===== config.mk =====
export PLATFORM = sky130hd
export DESIGN_NAME = signed_mult_sequencer_flat
export DESIGN_NICKNAME = d
export VERILOG_FILES = /design/src/rtl/signed_mult_sequencer_pkg.sv /design/src/rtl/signed_mult_sequencer_if.sv /design/src/rtl/signed_mult_sequencer_negate.sv /design/src/rtl/signed_mult_sequencer.sv /design/src/flat_wrapper.sv
export SDC_FILE = /design/constraint.sdc
export NUM_CORES = 1
export LEC_CHECK = 0
export BUFFER_PORTS_ARGS = -buffer_cell sky130_fd_sc_hd__clkbuf_2
export CORE_MARGIN = 2
export CORE_UTILIZATION = 45
export DETAILED_ROUTE_END_ITERATION = 6
export PLACE_DENSITY = 0.66
export SYNTH_ARGS = -nofsm -noshare
export SYNTH_HDL_FRONTEND = slang
export SYNTH_SLANG_ARGS = --single-unit

===== constraint.sdc =====
create_clock -name clk_i -period 2.45 [get_ports clk_i]
set_input_delay 0.1225 -clock clk_i [delete_from_list [all_inputs] [get_ports clk_i]]
set_output_delay 0.1225 -clock clk_i [all_outputs]
set_load 0.02 [all_outputs]

===== src/rtl/signed_mult_sequencer_pkg.sv =====
// Shared constants for the sequential signed multiplier: FSM state encodings,
// default operand sizing and the CPU opcode that selects the multiply path.
package signed_mult_sequencer_pkg;

    localparam int WIDTH_DEF = 8;
    localparam int CNT_W_DEF = 4;

    // FSM state encodings (3-bit, fixed values visible to debug tooling)
    localparam logic [2:0] S_IDLE    = 3'd0;
    localparam logic [2:0] S_NEG_IN  = 3'd1;
    localparam logic [2:0] S_ITER    = 3'd2;
    localparam logic [2:0] S_NEG_OUT = 3'd3;
    localparam logic [2:0] S_FINISH  = 3'd4;

    // Opcode decoded by the CPU control unit to launch a multiply
    localparam logic [6:0] OPC_MULT = 7'b0110011;

endpackage


===== src/rtl/signed_mult_sequencer_if.sv =====
// Handshake and data bundle between the CPU ALU path (master) and the
// multiplier sequencer (slave).
interface signed_mult_sequencer_if
    import signed_mult_sequencer_pkg::*;
#(
    parameter int WIDTH = WIDTH_DEF
);
    logic                   start;
    logic [WIDTH-1:0]       opa;
    logic [WIDTH-1:0]       opb;
    logic [2*WIDTH-1:0]     product;
    logic [WIDTH-1:0]       result;
    logic                   overflow;
    logic                   busy;
    logic                   done;

    modport master (
        output start, opa, opb,
        input  product, result, overflow, busy, done
    );

    modport slave (
        input  start, opa, opb,
        output product, result, overflow, busy, done
    );
endinterface


===== src/rtl/signed_mult_sequencer_negate.sv =====
// Combinational two's-complement negator, width-generic.
module mult_negate #(
    parameter int WIDTH = 8
) (
    input  logic [WIDTH-1:0] in_i,
    output logic [WIDTH-1:0] out_o
);
    assign out_o = ~in_i + {{(WIDTH-1){1'b0}}, 1'b1};
endmodule


===== src/rtl/signed_mult_sequencer.sv =====
// Sign-magnitude sequential multiplier: negate negative operands, run WIDTH
// shift-and-add iterations, then negate the product when operand signs differ.
// BUSY stalls the CPU PC for the whole operation; DONE pulses with the result.
module signed_mult_sequencer
    import signed_mult_sequencer_pkg::*;
#(
    parameter int WIDTH = WIDTH_DEF,
    parameter int CNT_W = CNT_W_DEF
) (
    input  logic                    clk_i,
    input  logic                    rst_ni,
    signed_mult_sequencer_if.slave  mul_if
);
    localparam int PW = 2 * WIDTH;

    logic [2:0]       state_q,   state_d;
    logic [PW-1:0]    mcand_q,   mcand_d;
    logic [WIDTH-1:0] mplier_q,  mplier_d;
    logic [PW-1:0]    acc_q,     acc_d;
    logic [CNT_W-1:0] cnt_q,     cnt_d;
    logic             sign_q,    sign_d;
    logic [PW-1:0]    product_q, product_d;
    logic             ovf_q,     ovf_d;
    logic             busy_q;
    logic             done_q;

    logic [WIDTH-1:0] mcand_neg_s;
    logic [WIDTH-1:0] mplier_neg_s;
    logic [PW-1:0]    acc_neg_s;
    logic [PW-1:0]    prod_s;

    // True when the product does not fit in a signed WIDTH-bit value:
    // the top WIDTH+1 bits must be a pure sign extension.
    function automatic logic ovf_check(input logic [PW-1:0] p);
        logic [WIDTH:0] upper;
        upper = p[PW-1:WIDTH-1];
        return ~((&upper) | (~|upper));
    endfunction

    mult_negate #(.WIDTH(WIDTH)) u_neg_mcand (
        .in_i  (mcand_q[WIDTH-1:0]),
        .out_o (mcand_neg_s)
    );

    mult_negate #(.WIDTH(WIDTH)) u_neg_mplier (
        .in_i  (mplier_q),
        .out_o (mplier_neg_s)
    );

    mult_negate #(.WIDTH(PW)) u_neg_prod (
        .in_i  (acc_q),
        .out_o (acc_neg_s)
    );

    // Next-state and datapath decode for the multiply sequence
    always_comb begin
        state_d   = state_q;
        mcand_d   = mcand_q;
        mplier_d  = mplier_q;
        acc_d     = acc_q;
        cnt_d     = cnt_q;
        sign_d    = sign_q;
        product_d = product_q;
        ovf_d     = ovf_q;

        if (sign_q) begin
            prod_s = acc_neg_s;
        end else begin
            prod_s = acc_q;
        end

        case (state_q)
            S_IDLE: begin
                if (mul_if.start) begin
                    mcand_d  = {{WIDTH{1'b0}}, mul_if.opa};
                    mplier_d = mul_if.opb;
                    sign_d   = mul_if.opa[WIDTH-1] ^ mul_if.opb[WIDTH-1];
                    state_d  = S_NEG_IN;
                end else begin
                    state_d  = S_IDLE;
                end
            end
            S_NEG_IN: begin
                // Magnitudes are unsigned, so 0x80 stays 0x80 (i.e. 128)
                if (mcand_q[WIDTH-1]) begin
                    mcand_d = {{WIDTH{1'b0}}, mcand_neg_s};
                end else begin
                    mcand_d = mcand_q;
                end
                if (mplier_q[WIDTH-1]) begin
                    mplier_d = mplier_neg_s;
                end else begin
                    mplier_d = mplier_q;
                end
                acc_d   = {PW{1'b0}};
                cnt_d   = {CNT_W{1'b0}};
                state_d = S_ITER;
            end
            S_ITER: begin
                if (mplier_q[0]) begin
                    acc_d = acc_q + mcand_q;
                end else begin
                    acc_d = acc_q;
                end
                mcand_d  = {mcand_q[PW-2:0], 1'b0};
                mplier_d = {1'b0, mplier_q[WIDTH-1:1]};
                cnt_d    = cnt_q + {{(CNT_W-1){1'b0}}, 1'b1};
                if (cnt_q == CNT_W'(WIDTH - 1)) begin
                    state_d = S_NEG_OUT;
                end else begin
                    state_d = S_ITER;
                end
            end
            S_NEG_OUT: begin
                product_d = prod_s;
                ovf_d     = ovf_check(prod_s);
                state_d   = S_FINISH;
            end
            S_FINISH: begin
                state_d = S_IDLE;
            end
            default: begin
                state_d = S_IDLE;
            end
        endcase
    end

    // State and datapath registers with synchronous active-low reset
    always_ff @(posedge clk_i) begin
        if (!rst_ni) begin
            state_q   <= S_IDLE;
            mcand_q   <= {PW{1'b0}};
            mplier_q  <= {WIDTH{1'b0}};
            acc_q     <= {PW{1'b0}};
            cnt_q     <= {CNT_W{1'b0}};
            sign_q    <= 1'b0;
            product_q <= {PW{1'b0}};
            ovf_q     <= 1'b0;
            busy_q    <= 1'b0;
            done_q    <= 1'b0;
        end else begin
            state_q   <= state_d;
            mcand_q   <= mcand_d;
            mplier_q  <= mplier_d;
            acc_q     <= acc_d;
            cnt_q     <= cnt_d;
            sign_q    <= sign_d;
            product_q <= product_d;
            ovf_q     <= ovf_d;
            busy_q    <= (state_d != S_IDLE);
            done_q    <= (state_d == S_FINISH);
        end
    end

    assign mul_if.product  = product_q;
    assign mul_if.result   = product_q[WIDTH-1:0];
    assign mul_if.overflow = ovf_q;
    assign mul_if.busy     = busy_q;
    assign mul_if.done     = done_q;

endmodule


===== src/flat_wrapper.sv =====
// flat-port wrapper written by rule: the top's interface ports become plain ports
module signed_mult_sequencer_flat import signed_mult_sequencer_pkg::*;
#(
    parameter int WIDTH = WIDTH_DEF,
    parameter int CNT_W = CNT_W_DEF
)
  (clk_i, rst_ni, mul_if_start, mul_if_opa, mul_if_opb, mul_if_product, mul_if_result, mul_if_overflow, mul_if_busy, mul_if_done);
  signed_mult_sequencer_if #(.WIDTH(WIDTH)) mul_if_i ();
  input  logic clk_i;
  input  logic rst_ni;
  input wire logic [$bits(mul_if_i.start)-1:0] mul_if_start;
  input wire logic [$bits(mul_if_i.opa)-1:0] mul_if_opa;
  input wire logic [$bits(mul_if_i.opb)-1:0] mul_if_opb;
  output wire logic [$bits(mul_if_i.product)-1:0] mul_if_product;
  output wire logic [$bits(mul_if_i.result)-1:0] mul_if_result;
  output wire logic [$bits(mul_if_i.overflow)-1:0] mul_if_overflow;
  output wire logic [$bits(mul_if_i.busy)-1:0] mul_if_busy;
  output wire logic [$bits(mul_if_i.done)-1:0] mul_if_done;
  assign mul_if_i.start = mul_if_start;
  assign mul_if_i.opa = mul_if_opa;
  assign mul_if_i.opb = mul_if_opb;
  assign mul_if_product = mul_if_i.product;
  assign mul_if_result = mul_if_i.result;
  assign mul_if_overflow = mul_if_i.overflow;
  assign mul_if_busy = mul_if_i.busy;
  assign mul_if_done = mul_if_i.done;
  signed_mult_sequencer #(.WIDTH(WIDTH), .CNT_W(CNT_W)) u_core (.clk_i(clk_i), .rst_ni(rst_ni), .mul_if(mul_if_i));
endmodule

==> metrics.cfg <==
[finish]
utilization_pct = 54.4
syn_to_final_growth_pct = 16.1
nets = 597
seq_area_um2 = 1340
drive_gt1_share_pct = 18.7
antennaDiodeCount = 0
multi_input_comb_area_um2 = 2580
n_fill_cell = 851
final_area_um2 = 4790

[global_route]
grt_pass1_vias = 3562
antenna_found_initial = 0
grt_pass1_wl_mm = 17.2
overflow = 0
grt_max_degree = 41
grt_usage_pct = 21.2

[die]
dieArea_um2 = 9960
core_um2 = 8810
fp.dieH_um = 99.8
rows = 34
start_util_pct = 46.9
die_w_um = 99.8
io_pins = 46

[critical_path]
worst_path_most_repeated_cell = or4_4
critPathSlowestCell = or4_4
crit_fanout = 3
worstPathArrival_ps = 2560
worst_ep_required_time_ps = 2680
r2r_cells = 7
cp_slowest_stage_delay_ps = 540
end_kind = flip-flop
rr_startpoint = u_core.acc_q[7]
cp_cell_sequence = or4_4 -> or4_4 -> o31ai_4 -> xor2_1 -> or3_1 -> nor4_2 -> o32ai_1
worstSetupPathType = flip-flop to flip-flop
rrSetupSlack_ps = 120
reg2reg_to = u_core.mul_if.overflow
startpoint_type = flip-flop

[logic_synthesis]
synthFlopType = dfxtp_1
async_reset_ff_share_pct = 0
synth.net_count = 545
yosysSeqAreaShare_pct = 32.5
synth_area_leaders = dfxtp_1, ha_1, o21ai_0
synth_edf_count = 0
syn_area_per_cell_um2 = 8.16
ys_types = 60
synth_top_area_share_pct = 32.5
ys_seq_elements = 67
synth.largest_area_cell = dfxtp_1
syn-cell-area_um2 = 4130
synth_warnings = 0
syn_inst = 506

[power_and_ir_drop]
leakagePower_uw = 0.00218
irDropWorstVdd_mv = 0.232
power_uw = 2520
p_comb_share_pct = 14.9
power.switching_uw = 731
p_sw_share_pct = 29.0
p_int_uw = 1790
seq_power_share_pct = 46.7
power_frac_clock_pct = 38.4
pwr_density_cell_nw_per_um2 = 525

[clock_network]
hold_buffers = 0
clkTransAtPathRegs_ps = 90
cts_tree = built
insertion_delay_ps = 360
cts_buffers = 9
clock-sinks = 67
cts_root_buf = clkbuf_8
cts_setup_buffers = 0
cts_buffer_depth = 2
htreeDepth = 3

[detailed_routing]
wirelength_mm = 10.0
dr_wl_met3_um = 408
vias = 3924
route.met2.wl_mm = 4.40
top_layer = met4
wl_per_cell_um = 15.0
dr.pass1.iters = 5
vias_per_cell = 5.85
antenna_left = 0
drt_iter0_drc = 220
drc_errors = 0
wl_met1_mm = 5.08

[job]
max_cap_viol_count = 0

[hold_path]
worstHoldStart = mul_if_opa[0]
hold_end = u_core.mcand_q[0]
min_path_cells = 3
hp-class = primary input to flip-flop

[run_status]
status = complete, no violations

[timing]
fin_skew_ps = 14.1
finalSetupViolations = 0
tightest_slew_ps = 602
finalCriticalPeriod_ps = 2330
slew_headroom_pct = 59.7
final_hold_viol_count = 0
finalCritPeriodShare_pct = 95.3
finalMaxSlewViolations = 0
rsz0062_at_grt = yes
max_freq_mhz = 428

[place]
io_buffers = 45
dp_hpwl_mm = 7.44
place.gp.congestion = 0.913
placed_area_um2 = 4570

## metal layers
metal	up-vias	track usage, %
li1	1967	-
met2	102	31.2
met1	1843	31.5
met3	12	2.99
met5	-	0
met4	0	8.01
## per-stage QoR
stage | instances | TNS (ps) | hold WS [ps] | setup WS (ps)
after CTS | 671 | -10.9 | 35.8 | -10.9
after global placement | 655 | 0 | 414 | 26.8
final | 671 | 0 | 45.5 | 115
after floorplan | 506 | 0 | 252 | 38.7
after global routing | 671 | -188 | 53.7 | -67.9
after detailed placement | 655 | -67.1 | 411 | -67.1
## power by group through the flow
| stage | clock, µW | combinational, µW | sequential [µW] |
|---|---|---|---|
| CTS | 984 | 373 | 1180 |
| detailed placement | 0 | 372 | 1200 |
| global route | 1030 | 424 | 1180 |
| global placement | 0 | 366 | 1200 |
| floorplan | 0 | 256 | 1200 |
| finish | 965 | 375 | 1180 |
## Yosys cell counts (3+ instances only)
master    number
a21oi_1       10
o21ai_0       45
clkbuf_1      28
o41ai_1        5
buf_4          8
nor2b_1       15
nor3_1        14
inv_1         15
ha_1          19
o211a_1       15
dfxtp_1       67
and2_1        16
a21o_1         4
nor3b_1        6
or3_1          8
a211oi_1       6
o21ai_1        4
a31oi_1        5
a221oi_1       7
nor4_1         3
o31ai_1        6
o21a_1         7
a22oi_1       14
xor2_1        15
xnor2_1        9
nand3_1       12
nand3b_1       3
a222oi_1       3
nor2_1        37
and3_1         6
mux2i_1        3
nand4_1        5
nand2b_1       5
nand2_1       44
## flip-flops by register name, indices dropped and copies added (netlist names)
register / flops
u_core.acc_q: 16
u_core.mcand_q: 16
u_core.mul_if.product: 16
u_core.mplier_q: 8
u_core.cnt_q: 4
u_core.state_q: 3
u_core.mul_if.busy: 1
u_core.mul_if.done: 1
u_core.mul_if.overflow: 1
u_core.sign_q: 1
## cell type report
type | instances | area share, %
clock buffers | 11 | 2.95
well taps | 108 | 2.82
repair buffers | 78 | 9.87
inverters | 15 | 1.17
multi-input cells | 387 | 53.8
clock inverters | 5 | 1.31
flip-flops and latches | 67 | 28.0
## worst max-delay path, delay by kind of cell, from the launching register on
family / cells / cell delay [ps]
AND/OR/NAND/NOR: 4 / 1460
flip-flops: 1 / 320
XOR/XNOR: 1 / 120
AO/OA/AOI/OAI: 2 / 310
## timing repair
item | CTS | global route
pin swaps | 3 | 5
gates resized for setup | 1 | 5
endpoints found under the setup margin | 1 | 7
## worst max path at each step
| stage | slack, ps | endpoint | startpoint | cells after the start |
|---|---|---|---|---|
| global placement | 30 | u_core.mul_if.overflow | u_core.acc_q[7] | 7 |
| floorplan | 40 | u_core.mul_if.overflow | u_core.acc_q[1] | 9 |
| detailed placement | -70 | u_core.mul_if.overflow | u_core.acc_q[7] | 7 |
| CTS | -10 | u_core.mul_if.overflow | u_core.acc_q[7] | 7 |
| finish | 120 | u_core.mul_if.overflow | u_core.acc_q[7] | 7 |
| global route | -70 | u_core.acc_q[12] | u_core.acc_q[0] | 11 |
## cells by family after synthesis
kind of cell	Yosys count	synth area share [%]
AO/OA/AOI/OAI	156	26.9
XOR/XNOR	24	5.09
adder cells (fa/ha/maj)	20	6.24
buffers and inverters	52	5.46
flip-flops	67	32.5
multiplexers	4	1.00
AND/OR/NAND/NOR	183	22.8
## layout by cell type (no fill, tap or decap), drive strengths merged, types with 3 or more instances in the layout
cell and instances:
nor2b 15, a31oi 5, or3 8, and2 16, nand4 5, a21o 4
o31ai 7, nor3b 6, nor2 37, and3 6, nor3 14, a22oi 14
o211a 15, mux2i 3, nand3 12, nor4 3, a221oi 7, o21ai 49
dfxtp 67, clkbuf 56, a222oi 3, a211oi 6, a21oi 10, inv 15
o21a 7, o41ai 5, xnor2 9, or2 3, ha 19, nand2 44
xor2 15, buf 33, or4 3, nand3b 3, nand2b 5
Note: power is estimated with default switching activity, not from simulation.
